--- src/rtl/mod_sched_if.sv ---
// Bundle of the requester handshakes, the returned status and the shared
// subtractor connection used by mod_sched.
interface mod_sched_if #(
    parameter int WIDTH = 32
);
    logic             req0;
    logic             req1;
    logic [WIDTH-1:0] a0;
    logic [WIDTH-1:0] b0;
    logic [WIDTH-1:0] a1;
    logic [WIDTH-1:0] b1;
    logic             ack0;
    logic             ack1;
    logic             done0;
    logic             done1;
    logic [WIDTH-1:0] result;
    logic             err;
    logic             busy;
    logic [WIDTH-1:0] dp_a;
    logic [WIDTH-1:0] dp_b;
    logic             dp_lt;
    logic [WIDTH-1:0] dp_diff;

    // Requesters plus the subtractor slice: drive requests and datapath results
    modport master (
        output req0, req1, a0, b0, a1, b1, dp_lt, dp_diff,
        input  ack0, ack1, done0, done1, result, err, busy, dp_a, dp_b
    );

    // Scheduler side
    modport slave (
        input  req0, req1, a0, b0, a1, b1, dp_lt, dp_diff,
        output ack0, ack1, done0, done1, result, err, busy, dp_a, dp_b
    );
endinterface

--- src/rtl/mod_sched.sv ---
// Round-robin scheduler sharing one external modulo-subtract slice between
// two requesters. Grants a job, iterates rem -= div until rem < div (or the
// iteration cap), then returns a registered remainder with done/err status.
module mod_sched #(
    parameter int WIDTH    = 32,
    parameter int MAX_ITER = 65535
) (
    input  logic       clk,
    input  logic       rst,     // asynchronous, active low
    mod_sched_if.slave sif
);
    localparam int ITER_W = (MAX_ITER < 2) ? 1 : $clog2(MAX_ITER + 1);

    typedef enum logic [1:0] {
        S_IDLE,
        S_SUB,
        S_DONE
    } state_t;

    state_t              r_state;
    state_t              w_next;
    logic [WIDTH-1:0]    r_rem;
    logic [WIDTH-1:0]    r_div;
    logic [ITER_W-1:0]   r_iter;
    logic                r_owner;
    logic                r_last_grant;
    logic [WIDTH-1:0]    r_result;
    logic                r_err;
    logic                r_ack0;
    logic                r_ack1;

    logic                w_any_req;
    logic                w_pick;
    logic [WIDTH-1:0]    w_a;
    logic [WIDTH-1:0]    w_b;
    logic                w_iter_max;

    // On a tie the requester that was not served last wins
    assign w_any_req  = sif.req0 | sif.req1;
    assign w_pick     = (sif.req0 & sif.req1) ? ~r_last_grant : sif.req1;
    assign w_a        = w_pick ? sif.a1 : sif.a0;
    assign w_b        = w_pick ? sif.b1 : sif.b0;
    assign w_iter_max = (r_iter == ITER_W'(MAX_ITER));

    // State register
    always_ff @(posedge clk or negedge rst) begin
        if (!rst) begin
            r_state <= S_IDLE;
        end else begin
            r_state <= w_next;
        end
    end

    // Next-state decode: zero divisor skips the subtract loop entirely
    always_comb begin
        w_next = r_state;
        case (r_state)
            S_IDLE: begin
                if (w_any_req) begin
                    w_next = (w_b == '0) ? S_DONE : S_SUB;
                end
            end
            S_SUB: begin
                if (sif.dp_lt || w_iter_max) begin
                    w_next = S_DONE;
                end
            end
            S_DONE:  w_next = S_IDLE;
            default: w_next = S_IDLE;
        endcase
    end

    // Operand capture, subtract iteration, result/status and grant history
    always_ff @(posedge clk or negedge rst) begin
        if (!rst) begin
            r_rem        <= '0;
            r_div        <= '0;
            r_iter       <= '0;
            r_owner      <= 1'b0;
            r_last_grant <= 1'b1;
            r_result     <= '0;
            r_err        <= 1'b0;
            r_ack0       <= 1'b0;
            r_ack1       <= 1'b0;
        end else begin
            r_ack0 <= 1'b0;
            r_ack1 <= 1'b0;
            case (r_state)
                S_IDLE: begin
                    if (w_any_req) begin
                        r_rem   <= w_a;
                        r_div   <= w_b;
                        r_iter  <= '0;
                        r_owner <= w_pick;
                        r_ack0  <= ~w_pick;
                        r_ack1  <= w_pick;
                        if (w_b == '0) begin
                            r_result <= w_a;
                            r_err    <= 1'b1;
                        end
                    end
                end
                S_SUB: begin
                    if (sif.dp_lt) begin
                        r_result <= r_rem;
                        r_err    <= 1'b0;
                    end else if (w_iter_max) begin
                        r_result <= r_rem;
                        r_err    <= 1'b1;
                    end else begin
                        r_rem  <= sif.dp_diff;
                        r_iter <= r_iter + ITER_W'(1);
                    end
                end
                S_DONE: begin
                    r_last_grant <= r_owner;
                end
                default: ;
            endcase
        end
    end

    assign sif.ack0   = r_ack0;
    assign sif.ack1   = r_ack1;
    assign sif.done0  = (r_state == S_DONE) && !r_owner;
    assign sif.done1  = (r_state == S_DONE) &&  r_owner;
    assign sif.busy   = (r_state != S_IDLE);
    assign sif.result = r_result;
    assign sif.err    = r_err;
    assign sif.dp_a   = r_rem;
    assign sif.dp_b   = r_div;
endmodule

--- src/flat_wrapper.sv ---
// flat-port wrapper written by rule: the top's interface ports become plain ports
module mod_sched_flat 
#(
    parameter int WIDTH    = 32,
    parameter int MAX_ITER = 65535
)
  (clk, rst, sif_req0, sif_req1, sif_a0, sif_b0, sif_a1, sif_b1, sif_dp_lt, sif_dp_diff, sif_ack0, sif_ack1, sif_done0, sif_done1, sif_result, sif_err, sif_busy, sif_dp_a, sif_dp_b);
  mod_sched_if #(.WIDTH(WIDTH)) sif_i ();
  input  logic clk;
  input  logic rst;
  input wire logic [$bits(sif_i.req0)-1:0] sif_req0;
  input wire logic [$bits(sif_i.req1)-1:0] sif_req1;
  input wire logic [$bits(sif_i.a0)-1:0] sif_a0;
  input wire logic [$bits(sif_i.b0)-1:0] sif_b0;
  input wire logic [$bits(sif_i.a1)-1:0] sif_a1;
  input wire logic [$bits(sif_i.b1)-1:0] sif_b1;
  input wire logic [$bits(sif_i.dp_lt)-1:0] sif_dp_lt;
  input wire logic [$bits(sif_i.dp_diff)-1:0] sif_dp_diff;
  output wire logic [$bits(sif_i.ack0)-1:0] sif_ack0;
  output wire logic [$bits(sif_i.ack1)-1:0] sif_ack1;
  output wire logic [$bits(sif_i.done0)-1:0] sif_done0;
  output wire logic [$bits(sif_i.done1)-1:0] sif_done1;
  output wire logic [$bits(sif_i.result)-1:0] sif_result;
  output wire logic [$bits(sif_i.err)-1:0] sif_err;
  output wire logic [$bits(sif_i.busy)-1:0] sif_busy;
  output wire logic [$bits(sif_i.dp_a)-1:0] sif_dp_a;
  output wire logic [$bits(sif_i.dp_b)-1:0] sif_dp_b;
  assign sif_i.req0 = sif_req0;
  assign sif_i.req1 = sif_req1;
  assign sif_i.a0 = sif_a0;
  assign sif_i.b0 = sif_b0;
  assign sif_i.a1 = sif_a1;
  assign sif_i.b1 = sif_b1;
  assign sif_i.dp_lt = sif_dp_lt;
  assign sif_i.dp_diff = sif_dp_diff;
  assign sif_ack0 = sif_i.ack0;
  assign sif_ack1 = sif_i.ack1;
  assign sif_done0 = sif_i.done0;
  assign sif_done1 = sif_i.done1;
  assign sif_result = sif_i.result;
  assign sif_err = sif_i.err;
  assign sif_busy = sif_i.busy;
  assign sif_dp_a = sif_i.dp_a;
  assign sif_dp_b = sif_i.dp_b;
  mod_sched #(.WIDTH(WIDTH), .MAX_ITER(MAX_ITER)) u_core (.clk(clk), .rst(rst), .sif(sif_i));
endmodule
--- config.mk ---
export PLATFORM = sky130hd
export DESIGN_NAME = mod_sched_flat
export DESIGN_NICKNAME = d
export VERILOG_FILES = /design/src/rtl/mod_sched_if.sv /design/src/rtl/mod_sched.sv /design/src/flat_wrapper.sv
export SDC_FILE = /design/constraint.sdc
export NUM_CORES = 1
export LEC_CHECK = 0
export CORE_AREA = 2 2 136 138
export DETAILED_ROUTE_END_ITERATION = 16
export DIE_AREA = 0 0 138 140
export PLACE_DENSITY_LB_ADDON = 0.15
export SYNTH_ARGS = -nofsm -noshare
export SYNTH_HDL_FRONTEND = slang
export SYNTH_SLANG_ARGS = --single-unit
--- constraint.sdc ---
create_clock -name clk -period 2.1 [get_ports clk]
set_clock_uncertainty 0.1 [all_clocks]
set_input_delay 0.21 -clock clk [delete_from_list [all_inputs] [get_ports clk]]
set_output_delay 0.21 -clock clk [all_outputs]
set_load 0.005 [all_outputs]
# --- Word-level counts from Yosys, hierarchy flattened ---
# Cells that the tools add are included.
word_totals:
  reg_bits: 119
  output_inout_bits: 102
  word_cells: 65
classes:
  addsub: 1
  eq_ne: 9
  mux: 29
  bitwise_logic: 4
  reduce_logical: 12
op_table:
  columns: ["op", "count"]
  rows:
  - ["$mux 32", 9]
  - ["$pmux 32 s2", 2]
  - ["$mux 16", 3]
  - ["$logic_not 32->1", 1]
  - ["$pmux 16 s2", 1]
  - ["$add 16x1->16 const B", 1]
  - ["$eq 16x16->1 const B", 1]
  - ["$mux 1", 9]
  - ["$reduce_and 4->1", 2]
  - ["$mux 2", 3]
  - ["$ne 2x1->1 const B", 3]
  - ["$ne 2x2->1 const B", 2]
  - ["$pmux 2 s2", 1]
  - ["$reduce_and 2->1", 2]
  - ["$reduce_bool 2->1", 2]
  - ["$ne 3x2->1 const B", 1]
  - ["$eq 2x1->1 const B", 1]
  - ["$eq 2x2->1 const B", 1]
  - ["$logic_and 1x1->1", 2]
  - ["$logic_not 2->1", 1]
  - ["$not 1->1", 2]
  - ["$pmux 1 s2", 1]
  - ["$and 1x1->1", 1]
  - ["$logic_not 1->1", 1]
  - ["2 further kinds", 2]

# --- Logic depth before layout (Yosys ltp) ---
# Gate-level depths: netlist of the first run.
depth:
  ltp_word: 7
  ltp_mapped: 8
  depth_no_buf: 6

# --- Worst setup path after synthesis of the first run ---
# No wires, ideal clock.
synth_path:
  path_kind: "register to register"
  start: "register u_core.r_iter[0]"
  end: "register u_core.r_iter[15]"
  setup_ns: 0.078
  t_arrival_ns: 2.091
  t_required_ns: 1.922
  path_slack_ns: -0.169
  path_stages_with_launch: 8
  n_path_buf: 1
  cell_sequence: "dfrtp_1 ha_1 and4_1 and4_4 or4_1 buf_2 or4_1 a21oi_1"
synth_via:
  elab_chain_len: 4
  elab_cells_between_ends: 7
synth_rtl:
  columns: ["element", "line", "rtl"]
  rows:
  - ["from (decl)", "mod_sched.sv:24", "logic [ITER_W-1:0] r_iter;"]
  - ["from (signal assigned)", "mod_sched.sv:112", "r_iter <= r_iter + ITER_W'(1);"]
  - ["$add 16x1->16", "mod_sched.sv:112", null]
  - ["$mux 16", "mod_sched.sv:107", "end else if (w_iter_max) begin"]
  - ["$mux 16", "mod_sched.sv:104", "if (sif.dp_lt) begin"]
  - ["$pmux 16 s2", "mod_sched.sv:88", "case (r_state)"]
# Parallel ways exist; a longest one is shown, timed or not. The select of a mux whose other input is x is not followed.
# A chain may end at the register's enable or synchronous reset.

# --- Worst setup path in the final report of the first run ---
layout_path:
  start: "register u_core.r_last_grant"
  end: "register u_core.r_result[5] (netlist: u_core.sif.result[5])"
layout_via:
  elab_chain_len: 6
  elab_cells_between_ends: 10
layout_rtl:
  columns: ["element", "line", "rtl"]
  rows:
  - ["from (decl)", "mod_sched.sv:26", "logic r_last_grant;"]
  - ["from (signal assigned)", "mod_sched.sv:116", "r_last_grant <= r_owner;"]
  - ["$not 1->1 *", "mod_sched.sv:40", "assign w_pick = (sif.req0 & sif.req1) ? ~r_last_grant : sif.req1;"]
  - ["$mux 1 *", "mod_sched.sv:40", null]
  - ["$mux 32 (on tied branches)", "mod_sched.sv:42, mod_sched.sv:41", null]
  - ["$logic_not 32->1 / $mux 32 (equally long branches)", "mod_sched.sv:97", "if (w_b == '0) begin"]
  - ["$ne 2x1->1 (no source line) / $mux 32 (equally long branches)", null, null]
  - ["$reduce_and 4->1 (no source line) / $pmux 32 s2 (equally long branches)", null, null]
  - ["to (signal assigned)", "mod_sched.sv:98", "r_result <= w_a;"]
  - ["to (signal assigned)", "mod_sched.sv:105", "r_result <= r_rem;"]
  - ["to (signal assigned)", "mod_sched.sv:108", "r_result <= r_rem;"]
  - ["to (decl)", "mod_sched.sv:27", "logic [WIDTH-1:0] r_result;"]
# Mark *: on every way between the ends. The rest lies on a longest branch, timed or not. The select of a mux whose other input is x is not followed.

==> impl_metrics.py, run 1 <==
metrics = {
    "sta": {
        "setup_viol": 15,
        "fmax_ghz": 0.462,
        "timing.final.crit_share_pct": 103,
        "maxSlewViolCount": 0,
        "fin_ws_ns": -0.0640,
        "fin_crit_ns": 2.16,
        "hold_viol_final": 0,
        "relSlewSlack_pct": 55.8,
        "rsz0062_at_grt": "yes",
        "worst_pin_slew_ns": 0.663,
        "fin_setup_tns_ns": -0.422,
    },
    "global_routing": {
        "track_usage_pct": 29.2,
        "overflow": 0,
        "grt_pass1_wl_mm": 44.9,
        "grt_pass1_vias": 7999,
        "grt_max_degree": 99,
        "antenna_found_initial": 2,
    },
    "setup_path": {
        "cp_slowest_cell": "dfstp_2",
        "rr_endpoint": "u_core.sif.result[5]$_DFFE_PN0P_",
        "critPathKind": "flop to flop",
        "crit_path_max_fanout": 8,
        "crit_arrival_ns": 2.41,
        "critPathTopFamily": "buffers and inverters",
        "reg2regPathDepth": 10,
        "cp.required_ns": 2.35,
        "crit_buf_inv": 5,
        "reg2reg_from": "u_core.r_last_grant$_DFFE_PN1N_",
        "critPathLaunchType": "flop",
        "cp_cell_sequence": "buf_6, a21boi_4, buf_12, nand3_2, a222oi_1, buf_4, buf_12, clkbuf_16, or3b_2, nand3_1",
        "setup.worst_path.end_class": "flop",
        "crit_path_max_incr_delay_ns": 0.55,
        "cpMostUsedCell": "buf_12",
        "r2r_slack_ns": -0.06,
    },
    "routing": {
        "finalWirelength_mm": 30.7,
        "first_pass_iters": 5,
        "vias_per_cell": 5.98,
        "vias": 8760,
        "drtAntennaViolNets": 0,
        "drt-initial-drc-count": 669,
        "drt-wirelength-per-cell_um": 20.9,
        "drc": 0,
    },
    "floorplanning": {
        "die_y_um": 140,
        "start_util_pct": 40.4,
        "boundaryPins": 267,
        "fp.dieW_um": 138,
        "die-area_um2": 19300,
        "rows": 49,
        "core_area_um2": 17800,
    },
    "worst_hold_path": {
        "worstHoldPathType": "primary input to flop",
        "hold_depth": 3,
        "min_from": "sif_b0[7]",
        "hold_path_end": "u_core.sif.dp_b[7]$_DFFE_PN0P_",
    },
    "cells_and_area": {
        "syn_to_final_growth_pct": 74.9,
        "final_area_um2": 12600,
        "multi_input_area_um2": 4490,
        "fillCellCount": 1375,
        "final_nets": 1389,
        "drive_above_1_share_pct": 25.2,
        "final_cell_mix": "262 x clkdlybuf4s50_1, 117 x dfrtp_1, 107 x nand2_1",
        "regArea_um2": 2980,
        "final_common_cell": "clkdlybuf4s50_1",
    },
    "run_status": {
        "violations": "negative setup slack",
        "outcome": "finished with violations",
    },
    "power_and_ir_drop": {
        "leakage_nw": 4.94,
        "vdd_drop_max_v": 0.000787,
        "cellPowerDensity_nw_per_um2": 1360,
        "clkPwrFrac_pct": 15.2,
        "p_seq_share_pct": 25.0,
        "power_frac_comb_pct": 59.8,
        "p_int_mw": 10.4,
        "p_total_mw": 17.0,
        "switching_share_pct": 39.0,
        "power.switching_mw": 6.63,
    },
    "yosys": {
        "netlist.area_leader.share_pct": 41.1,
        "yosysTopAreaCell": "dfrtp_1",
        "syn_area_um2": 7180,
        "syn_inst": 884,
        "synthFlopType": "dfrtp_1",
        "ys_ff_latch": 119,
        "ys_types": 46,
        "syn-mean-instance-area_um2": 8.12,
        "seq_area_frac_synth_pct": 41.5,
        "syn-num-nets": 1050,
        "synth-edff-count": 0,
        "async_flop_share_pct": 100,
        "yosys-top-cells-area": "dfrtp_1 41%, nand3_1 8.8%, a21oi_1 6.8%",
        "yosys_warnings": 0,
    },
    "clock_network": {
        "ctsHtreeMaxLevel": 4,
        "clock_latency_ns": 0.42,
        "cts_buffers": 17,
        "clk_path_buf_depth": 2,
        "tritoncts": "done",
        "cts_root_buf": "clkbuf_16",
        "cts_sinks": 119,
        "path_clk_slew_ns": 0.05,
    },
    "flow_run": {
        "drv_cap": 0,
    },
    "placed_design": {
        "io_buffers": 266,
        "post_dp_cell_area_um2": 10900,
        "hpwl_mm": 20.1,
        "gp_congestion": 0.885,
    },
}
worst reg2reg max path, stage by stage, from the launching register on:
cell and delay (ns):
dfstp_2 0.55, buf_6 0.10, a21boi_4 0.07, buf_12 0.14, nand3_2 0.05, a222oi_1 0.06, buf_4 0.17, buf_12 0.15
clkbuf_16 0.16, or3b_2 0.44, nand3_1 0.10
cells by family after synthesis:
family,count (synthesis),synth area share (%)
mux,2,0.279
simple gates,436,32.1
buf+inv,101,5.49
compound gates,218,19.6
flops,119,41.5
xor+xnor,7,0.854
fa+ha+maj,1,0.174
synth_stat cells (2+ instances only):
library cell,instances
nand3_1,126
dfrtp_1,118
nand2_1,109
a21oi_1,98
clkbuf_1,76
nor2_1,52
nor4_1,50
a31oi_1,35
nor3b_1,31
a221oi_1,30
a32oi_1,30
or3b_2,30
buf_1,13
nand4_1,10
o21ai_0,10
xnor2_1,7
buf_2,6
inv_1,5
or4_1,4
a31o_2,3
and2_1,3
nand2b_1,3
o31ai_1,3
or3_1,3
a211oi_1,2
and4_1,2
and4_4,2
mux2i_1,2
nor3_1,2
o311ai_0,2
or2_2,2
through the flow:
step / hold slack (ns) / setup slack, ns / util (%) / cells
floorplan: -0.186 / -0.0576 / - / 884
global placement: 0.116 / -0.583 / 61.2 / 1402
detailed placement: 0.118 / -0.555 / 61.2 / 1402
CTS: 0.240 / -0.122 / 65.4 / 1445
global route: 0.0674 / -0.131 / 70.6 / 1465
finish: 0.0363 / -0.0640 / 70.6 / 1466
power groups by stage:
stage / Clock (mW) / Sequential, mW / Combinational [mW]
2_1_floorplan: 0 / 4.13 / 4.08
3_3_place_gp: 0 / 4.16 / 8.45
3_5_place_dp: 0 / 4.18 / 8.57
4_1_cts: 2.61 / 4.17 / 8.69
5_1_grt: 2.72 / 4.40 / 10.9
6_report: 2.58 / 4.26 / 10.2
routing by layer:
layer | up-vias | track usage, % | share of wire [%]
met4 | 0 | 9.18 | 2.6
met5 | - | 0 | 0
met2 | 450 | 48.4 | 48
met3 | 63 | 7.15 | 8.4
li1 | 4014 | - | -
met1 | 4233 | 37.9 | 41
what timing repair did:
item / 4_1_cts / 5_1_grt
pin swaps: 12 / 30
setup buffers: 8 / 12
hold buffers: 1 / 0
resized for setup: 22 / 132
setup endpoints to repair: 46 / 46
gates cloned: 2 / 11
endpoints found under the hold margin: 48 / 0
worst max path at each step:
stage	end	start	slack [ns]	cells past startpoint
floorplan	u_core.r_iter[15]$_DFFE_PN0P_	u_core.r_iter[0]$_DFFE_PN0P_	-0.06	7
global placement	u_core.sif.result[27]$_DFFE_PN0P_	sif_b1[7]	-0.58	9
detailed placement	u_core.sif.result[4]$_DFFE_PN0P_	sif_b1[7]	-0.55	9
CTS	u_core.sif.result[14]$_DFFE_PN0P_	u_core.r_last_grant$_DFFE_PN1N_	-0.12	9
global route	u_core.sif.result[5]$_DFFE_PN0P_	u_core.r_state[1]$_DFFE_PN0P_	-0.13	9
finish	u_core.sif.result[5]$_DFFE_PN0P_	u_core.r_last_grant$_DFFE_PN1N_	-0.06	10
sequential cells by signal, summed over array words and instances (netlist names):
register and flops:
u_core.r_last_grant 1, u_core.sif.ack1 1, u_core.sif.dp_a 32, u_core.r_owner 1
u_core.sif.err 1, u_core.sif.dp_b 32, u_core.r_iter 16, u_core.r_state 2
u_core.sif.result 32, u_core.sif.ack0 1
layout make-up:
| class | instances | area share (%) |
|---|---|---|
| clock inverters | 4 | 0.159 |
| repair buffers | 416 | 34.1 |
| clock buffers | 28 | 3.87 |
| flip-flops and latches | 119 | 23.7 |
| well taps | 229 | 2.28 |
| diodes | 1 | 0.0199 |
| multi-input cells | 664 | 35.7 |
| inverters | 5 | 0.149 |
No activity file was read; power rests on OpenSTA's default activity.
==> run 2: changes to the inputs <==
Settings changed: CORE_AREA 2 2 136 138 to 2 2 173 175, DIE_AREA 0 0 138 140 to 0 0 175 177.
==> run 2 against run 1 <==
- worst hold slack got worse by 0.0013 ns
- non-clock buffer count fell by 8
- setup slack better by 0.011 ns
- largest cell class unchanged
- the run still ends with negative setup slack left
- wire length grew 3.9%
==> impl_metrics.py, run 2 (synthesis gave the netlist of run 1 again) <==
metrics = {
    "sta": {
        "timing.final.crit_share_pct": 103,
        "setup_viol": 34,
        "hold_viol_final": 0,
        "maxSlewViolCount": 0,
        "fin_setup_tns_ns": -0.788,
        "fin_ws_ns": -0.0530,
        "rsz0062_at_grt": "yes",
        "worst_pin_slew_ns": 0.679,
        "fin_crit_ns": 2.15,
        "fmax_ghz": 0.464,
        "relSlewSlack_pct": 54.7,
    },
    "floorplanning": {
        "fp.dieW_um": 175,
        "core_area_um2": 29200,
        "rows": 63,
        "boundaryPins": 267,
        "die_y_um": 177,
        "start_util_pct": 24.6,
        "die-area_um2": 31000,
    },
    "global_routing": {
        "grt_max_degree": 99,
        "track_usage_pct": 19.7,
        "overflow": 0,
        "grt_pass1_wl_mm": 47.7,
        "antenna_found_initial": 5,
        "grt_pass1_vias": 8211,
    },
    "placed_design": {
        "dp_worst_setup_slack_ns": -0.700,
        "hpwl_mm": 22.5,
        "gp_congestion": 0.819,
        "io_buffers": 266,
    },
    "routing": {
        "drt-initial-drc-count": 552,
        "vias_per_cell": 5.17,
        "finalWirelength_mm": 31.9,
        "first_pass_iters": 5,
        "drt-wirelength-per-cell_um": 19.6,
        "drc": 0,
        "vias": 8393,
        "drtAntennaViolNets": 0,
    },
    "power_and_ir_drop": {
        "leakage_nw": 4.77,
        "p_seq_share_pct": 25.8,
        "switching_share_pct": 39.0,
        "power.switching_mw": 6.40,
        "p_int_mw": 10.0,
        "clkPwrFrac_pct": 18.3,
        "vdd_drop_max_v": 0.000812,
        "cellPowerDensity_nw_per_um2": 1330,
        "power_frac_comb_pct": 55.9,
    },
    "cells_and_area": {
        "final_common_cell": "clkdlybuf4s50_1",
        "syn_to_final_growth_pct": 72.4,
        "final_nets": 1381,
        "fin_util_pct": 42.3,
        "final_cell_mix": "260 x clkdlybuf4s50_1, 117 x dfrtp_1, 115 x nand3_1",
        "drive_above_1_share_pct": 22.7,
    },
    "setup_path": {
        "critPathKind": "flop to flop",
        "setup.worst_path.end_class": "flop",
        "crit_path_max_fanout": 9,
        "crit_arrival_ns": 2.35,
        "critPathLaunchType": "flop",
        "cp.required_ns": 2.30,
    },
    "clock_network": {
        "cts_sinks": 119,
        "cts_root_buf": "clkbuf_16",
        "ctsHtreeMaxLevel": 4,
        "clock_latency_ns": 0.42,
        "path_clk_slew_ns": 0.07,
        "clk_path_buf_depth": 2,
        "tritoncts": "done",
        "cts_buffers": 17,
    },
    "run_status": {
        "violations": "negative setup slack",
        "outcome": "finished with violations",
    },
    "flow_run": {
        "drv_cap": 0,
    },
    "worst_hold_path": {
        "worstHoldPathType": "primary input to flop",
    },
}
==> run 2: cell count changes in the layout (fill, tap and decap cells not counted), sizes merged <==
| cell | change |
|---|---|
| dlygate4sd2 | +3 |
| clkdlybuf4s50 | -2 |
| inv | +5 |
| clkinv | +3 |
| dlymetal6s2s | -1 |
| clkbuf | -15 |
| diode | +3 |
| clkinvlp | +1 |
| buf | -4 |
| bufinv | +2 |
==> run 2: path summary, 6_finish.rpt <==
path / from / end / slack [ns] / depth (start not counted)
worst max-delay path: u_core.r_last_grant$_DFFE_PN1N_ / u_core.sif.result[18]$_DFFE_PN0P_ / -0.05 / 8
worst min-delay path: sif_b1[8] / u_core.sif.dp_b[8]$_DFFE_PN0P_ / 0.03 / 3
worst max register to register: u_core.r_last_grant$_DFFE_PN1N_ / u_core.sif.result[18]$_DFFE_PN0P_ / -0.05 / 8
worst min register to register: u_core.r_owner$_DFFE_PN0P_ / u_core.r_owner$_DFFE_PN0P_ / 0.44 / 2
max in group asynchronous: rst / u_core.sif.dp_a[25]$_DFFE_PN0P_ / 1.05 / 3
min in group asynchronous: rst / u_core.sif.dp_a[7]$_DFFE_PN0P_ / 0.17 / 2
==> run 2: what timing repair did <==
item                                   4_1_cts  5_1_grt
setup buffers                                1        2
pin swaps                                    4       22
resized for setup                           13       88
cloned                                       0        5
setup endpoints to repair                   45       54
endpoints found under the hold margin       36        0
hold buffers                                 1        0
==> run 2: layer usage <==
| layer | vias to the layer above | wire, µm | GRT usage [%] | share of wire, % |
|---|---|---|---|---|
| met4 | 2 | 738 | 6.77 | 2.3 |
| met1 | 4081 | 14400 | 26.4 | 45 |
| li1 | 3990 | - | - | - |
| met2 | 276 | 14700 | 31.2 | 46 |
| met3 | 44 | 1980 | 4.79 | 6.2 |
| met5 | - | 15 | 0 | 0.047 |
==> run 2: area by class of cell <==
type                            count  area (µm²)
Tap cell                          390         488
Multi-Input combinational cell    664        4210
Antenna cell                        4        10.0
Inverter                            5        18.8
Fill cell                        2865       16900
Clock inverter                     15         168
Sequential cell                   119        2980
Timing Repair Buffer              408        4070
Clock buffer                       17         425
==> run 2: power by group through the flow <==
stage	Sequential, mW	Combinational [mW]	Clock (mW)
after floorplan	4.13	4.08	0
after global placement	4.21	8.58	0
after detailed placement	4.24	8.65	0
after CTS	4.22	8.68	3.06
after global routing	4.37	9.98	3.15
final	4.23	9.17	3.00
==> run 2: metrics by stage <==
stage | cells | power [mW] | cell area [µm²] | hold WS [ns]
6_report | 1622 | 16.4 | 12400 | 0.0349
3_3_place_gp | 1577 | 12.8 | 11200 | 0.0769
2_1_floorplan | 884 | 8.21 | 7190 | -0.186
5_1_grt | 1621 | 17.5 | 12400 | 0.0443
4_1_cts | 1611 | 16.0 | 11800 | 0.190
3_5_place_dp | 1577 | 12.9 | 11200 | 0.0822
==> run 2: worst max-delay path, cell delays in order, from the launching register on <==
cell       delay (ns)
dfstp_2          0.57
a21bo_4          0.17
nand4_1          0.12
a222oi_1         0.36
buf_4            0.23
buf_12           0.15
clkbuf_16        0.16
or3b_2           0.10
nand3_1          0.06
